[src/rtl/data_bus_responder.sv]
`timescale 1ns/1ps
// data_bus_responder
// Responder end of a single-cycle core's data-memory port: word RAM plus a
// 64-byte MMIO window (timer with compare/IRQ, 8-bit GPIO output register).
// Reads are combinational so the core never stalls; writes land on the
// rising clock edge. Build option: define TIMER_EN to include the timer
// (COUNT/CTRL/CMP/STATUS); without it those offsets read 0, ignore writes,
// and Irq is tied low.
module data_bus_responder #(
  parameter int unsigned DEPTH_WORDS = 64,
  parameter logic [31:0] MMIO_BASE   = 32'h0000_1000
) (
  input  logic        clk,
  input  logic        reset,
  input  logic        MemWrite,
  input  logic [31:0] Address,
  input  logic [31:0] WriteData,
  output logic [31:0] ReadData,
  output logic [7:0]  Gpio,
  output logic        Irq
);

  localparam int unsigned AW = $clog2(DEPTH_WORDS);

  // Word offsets inside the MMIO window
  localparam logic [3:0] OFF_COUNT  = 4'h0;
  localparam logic [3:0] OFF_CTRL   = 4'h1;
  localparam logic [3:0] OFF_CMP    = 4'h2;
  localparam logic [3:0] OFF_STATUS = 4'h3;
  localparam logic [3:0] OFF_GPIO   = 4'h4;

  logic [31:0]   mem_q [DEPTH_WORDS];
  logic          ram_sel;
  logic          mmio_sel;
  logic          mmio_wr;
  logic [AW-1:0] ram_idx;
  logic [3:0]    mmio_off;
  logic [7:0]    gpio_q;
  logic [7:0]    gpio_d;
  logic          unused_addr_bits;

  // Address decode on the word address; byte-lane bits are ignored
  assign ram_sel          = (Address[31:AW+2] == '0);
  assign ram_idx          = Address[AW+1:2];
  assign mmio_sel         = (Address[31:6] == MMIO_BASE[31:6]);
  assign mmio_off         = Address[5:2];
  assign mmio_wr          = MemWrite && mmio_sel && !ram_sel;
  assign unused_addr_bits = ^Address[1:0];

  // RAM write port; a write presented while reset is held is dropped
  always_ff @(posedge clk) begin
    if (reset && MemWrite && ram_sel) begin
      mem_q[ram_idx] <= WriteData;
    end
  end

  // GPIO next state: only the low byte of a store is kept
  always_comb begin
    gpio_d = gpio_q;
    if (mmio_wr && (mmio_off == OFF_GPIO)) begin
      gpio_d = WriteData[7:0];
    end
  end

  // GPIO output register
  always_ff @(posedge clk or negedge reset) begin
    if (!reset) begin
      gpio_q <= '0;
    end else begin
      gpio_q <= gpio_d;
    end
  end

  assign Gpio = gpio_q;

`ifdef TIMER_EN
  logic [31:0] count_q, count_d;
  logic [31:0] cmp_q, cmp_d;
  logic [2:0]  ctrl_q, ctrl_d;
  logic        stat_q, stat_d;
  logic        match;

  // A match only exists while the timer is enabled
  assign match = ctrl_q[0] && (count_q == cmp_q);

  // Timer next state; later assignments win, giving software COUNT writes
  // priority over counting and a match priority over a W1C of STATUS
  always_comb begin
    count_d = count_q;
    ctrl_d  = ctrl_q;
    cmp_d   = cmp_q;
    stat_d  = stat_q;
    if (ctrl_q[0]) begin
      count_d = (match && ctrl_q[1]) ? 32'd0 : count_q + 32'd1;
    end
    if (mmio_wr && (mmio_off == OFF_COUNT)) begin
      count_d = WriteData;
    end
    if (mmio_wr && (mmio_off == OFF_CTRL)) begin
      ctrl_d = WriteData[2:0];
    end
    if (mmio_wr && (mmio_off == OFF_CMP)) begin
      cmp_d = WriteData;
    end
    if (mmio_wr && (mmio_off == OFF_STATUS) && WriteData[0]) begin
      stat_d = 1'b0;
    end
    if (match) begin
      stat_d = 1'b1;
    end
  end

  // Timer registers
  always_ff @(posedge clk or negedge reset) begin
    if (!reset) begin
      count_q <= '0;
      ctrl_q  <= '0;
      cmp_q   <= '0;
      stat_q  <= 1'b0;
    end else begin
      count_q <= count_d;
      ctrl_q  <= ctrl_d;
      cmp_q   <= cmp_d;
      stat_q  <= stat_d;
    end
  end

  assign Irq = stat_q & ctrl_q[2];
`else
  assign Irq = 1'b0;
`endif

  // Combinational read mux; returns pre-edge state during a same-cycle write
  always_comb begin
    ReadData = '0;
    if (ram_sel) begin
      ReadData = mem_q[ram_idx];
    end else if (mmio_sel) begin
      case (mmio_off)
`ifdef TIMER_EN
        OFF_COUNT:  ReadData = count_q;
        OFF_CTRL:   ReadData = {29'd0, ctrl_q};
        OFF_CMP:    ReadData = cmp_q;
        OFF_STATUS: ReadData = {31'd0, stat_q};
`endif
        OFF_GPIO:   ReadData = {24'd0, gpio_q};
        default:    ReadData = '0;
      endcase
    end
  end

endmodule

[config.mk]
export PLATFORM = sky130hd
export DESIGN_NAME = data_bus_responder
export DESIGN_NICKNAME = d
export VERILOG_FILES = /design/src/rtl/data_bus_responder.sv
export SDC_FILE = /design/constraint.sdc
export NUM_CORES = 2
export LEC_CHECK = 0
export ABC_CLOCK_PERIOD_IN_PS = 2300
export CORE_UTILIZATION = 55
export CTS_BUF_LIST = sky130_fd_sc_hd__clkbuf_8
export DETAILED_ROUTE_END_ITERATION = 8
export PLACE_DENSITY = 0.74
export SYNTH_ARGS = -nofsm -noshare
export SYNTH_HDL_FRONTEND = slang
export SYNTH_SLANG_ARGS = --single-unit
[constraint.sdc]
create_clock -name clk -period 2.3 [get_ports clk]
set_input_delay 0.23 -clock clk [delete_from_list [all_inputs] [get_ports clk]]
set_output_delay 0.23 -clock clk [all_outputs]
set_load 0.05 [all_outputs]
* Word level (Yosys, flattened, before mapping)
Memory sizes are Yosys's and may differ from the RTL's. Index checks and enable logic that the tools add are counted.
Word-level totals: flip-flop bits (word level) 8, memory bits (writable) 2048, input bits 67, output and inout bits 41, memories 1
Memories:
- mem_q | words 64, bits a word 32, read ports 1, clocked after Yosys merged registers in 0, write ports 1, RTL line 32 | logic [31:0] mem_q [DEPTH_WORDS];
Operators by class: eq/ne operators 2, muxes and demuxes 5, reductions and logical operators 7
Operators by type and width (number):
- 32-bit two-way mux | 1
- 26-bit by 7-bit == test with 1-bit output (second input constant) | 1
- 24-bit logical NOT | 1
- 8-bit two-way mux | 2
- 1-bit logical AND | 5
- 4-bit by 3-bit == test with 1-bit output (second input constant) | 1
- 1-bit two-way mux | 2
- 1-bit logical NOT | 1

* Longest topological paths before layout
word-level depth 4, gate-level depth with buffers 12

* Worst setup path after synthesis
OpenSTA, ideal clock, no wires.
path kind input to register, from in Address[21], to mem mem_q[47][0], enable pin, library setup time 461 ps, data arrival time 3713 ps, required time 1839 ps, setup slack -1874 ps, cell stages on the path 7, path buffers 2, cell sequence nor4_1 -> and4_1 -> nand3_1 -> or2_2 -> buf_1 -> clkbuf_1 -> nor3_1
Between the ends: longest elaborated chain between the ends 4
RTL lines:
- start, declared | RTL line 16 | input logic [31:0] Address,
- 24-bit logical NOT | RTL line 43 | assign ram_sel = (Address[31:AW+2] == '0);
- 1-bit logical AND | RTL line 52 | if (reset && MemWrite && ram_sel) begin
- 1-bit two-way mux | RTL line 52
- 1-bit two-way mux (implied by the code) | RTL line 53 | mem_q[ram_idx] <= WriteData;
- end, declared | RTL line 32
Every way passes these cells.

* Worst setup path after layout
from mem mem_q[5][28], to out ReadData[28]
Between the ends: longest elaborated chain between the ends 2
RTL lines:
- memory read 64 x 32 bit
- 32-bit two-way mux | RTL line 136 | if (ram_sel) begin
- end, declared | RTL line 18 | output logic [31:0] ReadData,
Every way passes these cells.

==> impl_metrics.py <==
metrics = {
    "setup_path": {
        "critPathMaxFanout": 1,
        "cp.required_ps": 2070,
        "r2r-start": "Gpio[1]",
        "critPathKind": "reg2out",
        "crit_path_start": "mem_q[5][28]",
        "crit_slowest_cell": "edfxtp_1",
        "path_cells": "mux2_4 > a221o_1 > a222oi_1 > buf_4 > o22ai_2 > nor4_2 > buf_4 > nor2_4 > buf_12",
        "cp_common_cell": "buf_4",
        "slowest_delay_ps": 370,
        "end_kind": "output pin",
        "worst-path-buf-inv": 3,
        "cp-start-kind": "register",
        "worstPathArrival_ps": 3250,
        "crit_family": "compound AO/OA/AOI/OAI gates",
        "r2r_cells": 2,
        "crit_cells": 9,
    },
    "place": {
        "dpl.hpwl_mm": 175,
        "placedCellCount": 6849,
        "placed_cell_area_sq_um": 91200,
        "port_buffers": 104,
        "place.gp.congestion": 0.965,
    },
    "synthesis": {
        "synth_compound_area_frac": 0.0877,
        "ys_seq_area_frac": 0.779,
        "ys_warn_count": 0,
        "synth_top_area_frac": 0.776,
        "synthSimpleGateAreaFrac": 0.0218,
        "synth-edff-count": 2048,
        "netlist_instances": 4307,
        "synth_flop_cell": "edfxtp_1",
        "post_synth_mux_area_share": 0.0916,
        "synth_top_cell_by_area": "edfxtp_1",
        "synth_top_family_by_area": "multiplexers",
        "synth_xor_area_frac": 0,
        "ys_seq_elements": 2056,
        "synth_fp_nets": 4374,
        "synth_area_leaders": "edfxtp_1 (78%), mux2i_1 (3.8%), mux4_2 (3.2%)",
        "synthAdderAreaFrac": 0,
        "synth_area_sq_um": 79200,
        "synth-async-reset-ratio": 0.00389,
        "synth_area_per_cell_sq_um": 18.4,
        "yosysUniqueCellTypes": 60,
    },
    "layout": {
        "nets": 5384,
        "fin_util": 0.693,
        "drive_gt1_frac": 0.333,
        "instances_no_fill": 7434,
        "seqCellArea_sq_um": 61700,
        "synthToLayoutAreaGrowth_pct": 24.5,
        "final.fill_count": 8512,
        "multi_input_area_sq_um": 18100,
        "stdcell_area_sq_um": 98600,
    },
    "sta": {
        "hold_violations": 0,
        "min_period_ps": 3480,
        "post-route-period-util": 1.52,
        "grt_setup_unrepaired": "yes",
        "finalSetupViolCount": 32,
        "slew_headroom": 0.432,
        "setup_ws_ps": -1180,
        "tns_ps": -31570,
        "skew_ps": 0,
        "slew_violations": 0,
        "tightest_slew_ps": 852,
        "max_freq_mhz": 287,
    },
    "pwr": {
        "power_density_nw_per_um2": 757,
        "p_leak_nw": 33.5,
        "ir_drop_v": 0.000506,
    },
    "floorplanning": {
        "rows": 138,
        "core_sq_um": 142000,
        "die_w_um": 382,
        "num_io_pins": 108,
        "fp.dieH_um": 382,
        "die_area_sq_um": 146000,
        "initial_core_util": 0.557,
    },
    "route": {
        "vias": 52300,
        "drt_iter0_markers": 9961,
        "viasPerCell": 7.03,
        "detail_route.wl_per_cell_um": 37.1,
        "ant_nets": 0,
        "routed_wl_mm": 276,
        "drc": 0,
        "drt_pass1_iterations": 6,
    },
    "clocking": {
        "cts_setup_buffers": 0,
        "cts_buffers": 335,
        "clk_pin_slew_ps": 60,
        "clock_sinks": 2056,
        "clockBufferDepth": 4,
        "clkLatencyLatePin_ps": 990,
        "htreeDepth": 5,
        "cts_root_buf": "clkbuf_8",
        "cts_tree": "built",
    },
    "worst_hold_path": {
        "whs_path_depth": 3,
        "min_from": "MemWrite",
        "hold_path.class": "in2reg",
    },
    "job": {
        "drv_cap": 0,
    },
    "outcome": {
        "violations": "setup timing",
        "outcome": "complete, but fails checks",
    },
    "global_route": {
        "gr-total-overflow": 0,
        "grt_pass1_vias": 50800,
        "grt_use_total": 0.376,
        "grt_max_degree": 66,
        "grt_first_pass_wirelength_mm": 380,
        "grt_antenna_before_repair": 11,
    },
}
cell families (layout without fill, tap and decap cells):
| kind of cell | after synthesis | in the layout |
|---|---|---|
| other cells | 1 | 13 |
| compound gates | 987 | 987 |
| mux | 565 | 565 |
| simple gates | 399 | 399 |
| flops | 2056 | 2056 |
| buf+inv | 299 | 1524 |
registers in the layout, indices dropped and copies added (netlist names):
name / flops
Gpio: 8
mem_q: 2048
cell usage in the layout (no fill, tap or decap), drive strengths merged, types with 34 or more instances in the layout:
cell type  netlist  final
edfxtp        2048   2048
buf            197    899
clkbuf          99    342
mux2i          304    304
a221oi         223    223
nor2           210    210
a21oi          177    177
o21ai          154    154
mux2           148    148
a22oi          124    124
mux4           113    113
o22ai          111    111
inv              3    110
clkinv           0     97
nand2           90     90
a22o            34     34
tightest hold or removal path, delay by kind of cell:
kind                   cells  cell delay [ps]
buffers and inverters      1              430
multiplexers               1              180
AND/OR/NAND/NOR            1              190
synth_stat cells (all sizes together) (6+ instances only):
library cell,count
a211oi,20
a21oi,177
a221o,33
a221oi,223
a222oi,20
a22o,34
a22oi,124
a31oi,17
and2,6
and3,9
buf,197
clkbuf,99
dfrtp,8
edfxtp,2048
mux2,148
mux2i,304
mux4,113
nand2,90
nand3,25
nand4,9
nor2,210
nor2b,9
nor3,10
nor4,12
o211ai,12
o21ai,154
o221ai,7
o22a,11
o22ai,111
o2bb2ai,8
o31a,12
or2,6
layout make-up:
cell class,instances,share of cell area
Multi-Input combinational cell,1952,0.184
Clock buffer,342,0.0477
Sequential cell,2056,0.626
Timing Repair Buffer,969,0.109
Clock inverter,210,0.00912
Inverter,3,0.000190
Tap cell,1890,0.0240
Antenna cell,12,0.000305
where the power goes:
group	internal, mW	leakage (nW)	switching (mW)	total [mW]
registers	41.2	18.5	0.0000000116	41.2
clock network	13.9	3.27	14.0	27.9
logic	2.12	11.7	3.38	5.51
per-stage QoR:
| step | total power [mW] | hold slack, ps | setup slack (ps) |
|---|---|---|---|
| 4_1_cts | 74.3 | 15.6 | -1270 |
| 6_report | 74.6 | 75.4 | -1180 |
| 3_5_place_dp | 46.9 | 520 | -1150 |
| 3_3_place_gp | 46.8 | 511 | -1180 |
| 5_1_grt | 76.2 | 84.2 | -1280 |
| 2_1_floorplan | 44.0 | -65.6 | -273 |
path summary, 6_finish.rpt:
path / to / slack [ps]
setup reg to reg: Gpio[1] / 1270
setup / recovery: ReadData[28] / -1180
min in group asynchronous: Gpio[2] / 110
hold reg to reg: Gpio[5] / 530
max in group asynchronous: Gpio[1] / 2060
hold / removal: Gpio[0] / 80
routing by layer:
layer,share of wire,GRT usage
met1,0.32,0.483
met2,0.43,0.541
met3,0.17,0.130
met4,0.083,0.252
met5,0.00088,0
repair_timing:
| action | in CTS | in global routing |
|---|---|---|
| hold buffers | 33 | 0 |
| pin swaps | 117 | 49 |
| resized for setup | 244 | 69 |
| setup endpoints to repair | 40 | 32 |
| hold endpoints to repair | 2023 | 0 |
Note: power is estimated with default switching activity, not from simulation.
